### config.mk
export PLATFORM = sky130hd
export DESIGN_NAME = collision_detector
export DESIGN_NICKNAME = d
export VERILOG_FILES = /design/src/rtl/collision_detector.sv
export SDC_FILE = /design/constraint.sdc
export NUM_CORES = 1
export LEC_CHECK = 0
export CORE_ASPECT_RATIO = 0.75
export CORE_MARGIN = 5
export CORE_UTILIZATION = 40
export CTS_BUF_LIST = sky130_fd_sc_hd__clkbuf_4 sky130_fd_sc_hd__clkbuf_8
export DETAILED_ROUTE_END_ITERATION = 8
export PLACE_DENSITY = 0.72
export SYNTH_ARGS = -nofsm -noshare
export SYNTH_HDL_FRONTEND = slang
export SYNTH_SLANG_ARGS = --single-unit
### constraint.sdc
create_clock -name clk -period 1.95 [get_ports clk]
set_input_delay 0.195 -clock clk [delete_from_list [all_inputs] [get_ports clk]]
set_output_delay 0.195 -clock clk [all_outputs]
set_load 0.01 [all_outputs]
### src/rtl/collision_detector.sv
// Pixel-rate player/obstacle overlap detector: one collision pulse per frame, masked
// while the player recovers. Define COLL_GRACE_EN to add a post-recovery GRACE window.
module collision_detector #(
    parameter int NUM_ENEMIES  = 4,
    parameter int CNT_W        = 8,
    parameter int GRACE_FRAMES = 30
) (
    input  logic                   clk,
    input  logic                   reset,
    input  logic                   startOfFrame,
    input  logic                   playerDR,
    input  logic [NUM_ENEMIES-1:0] enemyDR,
    input  logic                   borderDR,
    input  logic                   playerRecover,
    output logic                   collision,
    output logic [3:0]             hitSource,
    output logic [CNT_W-1:0]       hitCount,
    output logic                   detectorBusy
);

    typedef enum logic [2:0] {
        ARMED,
        PULSE,
        MASKED,
        RECOVERY
`ifdef COLL_GRACE_EN
        , GRACE
`endif
    } state_t;

    state_t           state_q, state_d;
    logic [3:0]       src_q, src_d;
    logic [CNT_W-1:0] cnt_q, cnt_d;
    logic [3:0]       hit_src;
    logic             overlap;

`ifdef COLL_GRACE_EN
    localparam int GCNT_W = (GRACE_FRAMES > 1) ? $clog2(GRACE_FRAMES) : 1;
    logic [GCNT_W-1:0] gcnt_q, gcnt_d;
`endif

    assign overlap = playerDR & (borderDR | (|enemyDR));

    // Border outranks enemies; among enemies the lowest index wins.
    always_comb begin
        hit_src = '0;
        if (borderDR) begin
            hit_src = 4'b1000;
        end else begin
            for (int i = NUM_ENEMIES - 1; i >= 0; i--) begin
                if (enemyDR[i]) hit_src = {1'b0, 3'(i)};
            end
        end
    end

    always_comb begin
        state_d = state_q;
        src_d   = src_q;
        cnt_d   = cnt_q;
`ifdef COLL_GRACE_EN
        gcnt_d  = gcnt_q;
`endif
        case (state_q)
            ARMED: begin
                if (overlap) begin
                    if (!playerRecover) begin
                        state_d = PULSE;
                        src_d   = hit_src;
                        if (cnt_q != '1) cnt_d = cnt_q + 1'b1;
                    end else begin
                        state_d = RECOVERY;
                    end
                end
            end
            PULSE:  state_d = MASKED;
            MASKED: begin
                if (startOfFrame) state_d = playerRecover ? RECOVERY : ARMED;
            end
            RECOVERY: begin
                if (startOfFrame && !playerRecover) begin
`ifdef COLL_GRACE_EN
                    state_d = GRACE;
                    gcnt_d  = '0;
`else
                    state_d = ARMED;
`endif
                end
            end
`ifdef COLL_GRACE_EN
            // The RECOVERY->GRACE frame is the first ignored frame.
            GRACE: begin
                if (startOfFrame) begin
                    if (gcnt_q == GCNT_W'(GRACE_FRAMES - 1)) state_d = ARMED;
                    else gcnt_d = gcnt_q + 1'b1;
                end
            end
`endif
            default: state_d = ARMED;
        endcase
    end

    always_ff @(posedge clk) begin
        if (reset) begin
            state_q <= ARMED;
            src_q   <= '0;
            cnt_q   <= '0;
`ifdef COLL_GRACE_EN
            gcnt_q  <= '0;
`endif
        end else begin
            state_q <= state_d;
            src_q   <= src_d;
            cnt_q   <= cnt_d;
`ifdef COLL_GRACE_EN
            gcnt_q  <= gcnt_d;
`endif
        end
    end

    // Gated by reset so a pulse in flight is cut in the reset cycle itself.
    assign collision    = (state_q == PULSE) && !reset;
    assign hitSource    = src_q;
    assign hitCount     = cnt_q;
    assign detectorBusy = (state_q != ARMED);

endmodule

==> impl_summary.log <==
[metrics] Primary FF master, synth: dfxtp_1
[metrics] mux share of post-synthesis cell area: 0.0514
[metrics] count of endpoints failing hold in the final timing report: 0
[metrics] final setup violation count: 0
[metrics] postcts setup bufs: 0
[metrics] Distinct cells, synth: 34
[metrics] synthesized-area fraction occupied by adder cells: 0.0177
[metrics] Post-Route WL: 1640 µm
[metrics] port bufs: 22
[metrics] area of combinational cells with multiple inputs: 412 µm²
[metrics] antenna violations before repair: 0
[metrics] number of antenna diodes: 0
[metrics] Setup Total Neg Slack: 0 ns
[metrics] Critical Path AT: 1.55 ns
[metrics] highest attainable clock frequency: 572 MHz
[metrics] maximum VDD drop: 0.379 mV
[metrics] Worst Setup Slack, final: 0.200 ns
[metrics] Crit. End Element: output pin
[metrics] area fraction in compound gates after synthesis: 0.195
[metrics] clock buffer count from CTS: 3
[metrics] pin count of the biggest net entering global routing: 16
[metrics] portion of the post-synthesis area used by sequential elements: 0.369
[metrics] Die Ht: 46.4 µm
[metrics] Hold Path Class: flip-flop to flip-flop
[metrics] pre-CTS WS: 0.0178 ns
[metrics] global router's overall resource usage: 0.142
[metrics] total of fill cells in the finished design: 161
[metrics] mean post-synth cell area: 8.93 µm²
[metrics] area growth from synthesis to layout: 42.6%
[metrics] vias per cell: 5.28
[metrics] cell chain of the critical path: nor3b_1 -> clkdlybuf4s50_1
[metrics] # resized after CTS: 0
[metrics] total of hold buffers inserted after clock tree synthesis: 0
[metrics] global-route wire length before repair: 2900 µm
[metrics] post-synthesis net count: 90
[metrics] run status: complete, no violations
[metrics] length of the first detailed-routing pass in iterations: 4
[metrics] Worst setup SP type: flip-flop
[metrics] area of the core region: 1710 µm²
[metrics] Synth Register Bits: 13
[metrics] leakage power: 0.340 nW
[metrics] number of enable-type register cells in the synthesized netlist: 0
[metrics] area used by sequential logic in the layout: 260 µm²
[metrics] # DRC: 0
[metrics] drt initial violations: 6
[metrics] RD Place Congestion: 0.714
[metrics] final core utilization: 0.589
[metrics] total of warnings raised by yosys: 0
[metrics] Starting Density: 0.413
[metrics] horizontal extent of the die: 58.5 µm
[metrics] top library cells by usage in the layout, fill and taps aside: 22 x clkdlybuf4s50_1, 13 x dfxtp_1, 10 x a21oi_1
[metrics] basic-gate share of the synthesized area counting and, or, nand and nor cells: 0.314
[metrics] final max-slew violation count: 0
[metrics] Largest stage delay, worst path: 0.58 ns
[metrics] H-tree depth: 1
[metrics] Placed Cells: 126
[metrics] clock latency reported for the late side of the worst-skew pair: 0.27 ns
[metrics] main combinational cell family by area after synthesis: simple AND/OR/NAND/NOR gates
[metrics] routed length per instance: 12.6 µm
[metrics] Die Footprint: 2710 µm²
[metrics] post-synthesis instance area: 706 µm²
[metrics] maximum clock insertion buffer count: 2
[metrics] Synth Area in XOR/XNOR: 0
[metrics] Via Count: 687
[metrics] category of the most critical setup path: flip-flop to output pin
[metrics] Maximum Capacitance Violations: 0
[metrics] final cell area excluding filler cells: 1010 µm²
[metrics] number of sinks on the clock net: 13
[metrics] Critical Path RT: 1.75 ns
[metrics] total overflow reported by the global router: 0
[metrics] library cell used as clock root buffer: clkbuf_4
[metrics] Final ANT Viol Nets: 0
[metrics] most common cell after layout, fill and taps aside: clkdlybuf4s50_1
[metrics] Critical Path Fanout Max: 4
[metrics] clock edge transition at the registers on the reported setup and hold paths: 0.08 ns
[metrics] vias in the first global route: 637
[metrics] setup repair after global routing missed its margin: no
[metrics] clock tree from TritonCTS: yes
[metrics] nets@finish: 120
[metrics] Placed Area: 976 µm²
[metrics] worst clock skew: 0.00236 ns
[metrics] final critical-path share of the clock period: 0.897
[metrics] top-level I/O count: 24
[metrics] cell with the biggest individual delay on the critical path: clkdlybuf4s50_1
[metrics] cell row count: 13
[metrics] fin crit period: 1.75 ns
[metrics] share of cells above drive strength 1: 0.157
[metrics] post-route non-filler standard cell count: 130
[metrics] gate count of the mapped netlist: 79
[metrics] share of synthesized registers carrying an async set or reset: 0
[metrics] total power density per cell area: 566 nW/µm²
worst max-delay path: cells and delay by family (launching register included):
family / cells / cell delay [ns]
buf+inv: 1 / 0.58
flops: 1 / 0.42
simple gates: 1 / 0.27
cell families after synthesis:
logic type      count (synthesis)
buf+inv                         6
mux                             3
fa+ha+maj                       1
compound gates                 21
simple gates                   34
flops                          13
other cells                     1
sequential cells by signal, summed over array words and instances, names as in the netlist:
register and flops:
state_q 2, hitSource 3, hitCount 8
cells in the mapped netlist, types with 2 or more instances:
master / number / area, µm²
dfxtp_1: 13 / 260
a21oi_1: 10 / 50.1
nor2_1: 8 / 30.0
nand2_1: 5 / 18.8
inv_1: 3 / 11.3
nand3_1: 3 / 15.0
o31ai_1: 3 / 22.5
or3_1: 3 / 18.8
or4_1: 3 / 22.5
nand2b_1: 2 / 12.5
nor3_1: 2 / 10.0
o21ai_0: 2 / 10.0
where the power goes:
part | internal (mW) | switching, mW
Sequential | 0.275 | 0.0113
Combinational | 0.0600 | 0.0460
Clock | 0.0933 | 0.0844
Total | 0.428 | 0.142
path summary, 6_finish.rpt:
| kind | from | to | slack, ns | cells after the start |
|---|---|---|---|---|
| worst max-delay path | state_q[0] | collision | 0.20 | 2 |
| worst min-delay path | hitSource[3] | hitSource[3] | 0.46 | 2 |
| worst max register to register | state_q[1] | hitSource[0] | 0.27 | 5 |
| worst min register to register | hitSource[3] | hitSource[3] | 0.46 | 2 |
layout make-up:
| class | count | share of cell area |
|---|---|---|
| multi-input combinational | 60 | 0.409 |
| timing repair buffer | 28 | 0.264 |
| sequential | 13 | 0.259 |
| clock buffer | 4 | 0.0299 |
| tap | 22 | 0.0274 |
| inverter | 3 | 0.0112 |
per-stage QoR:
step	hold slack (ns)	power, mW
after floorplan	0.267	0.342
after global placement	0.446	0.396
after detailed placement	0.449	0.398
after CTS	0.460	0.577
after global routing	0.501	0.611
final	0.457	0.570
per-layer routing:
| metal | part of all wire | up-vias | GRT usage |
|---|---|---|---|
| met1 | 0.49 | 324 | 0.181 |
| met2 | 0.47 | 11 | 0.227 |
| met4 | 0.0049 | 0 | 0.0417 |
| met5 | 0 | - | 0 |
| met3 | 0.037 | 3 | 0.0504 |
| li1 | - | 349 | - |
No activity file was read; power rests on OpenSTA's default activity.
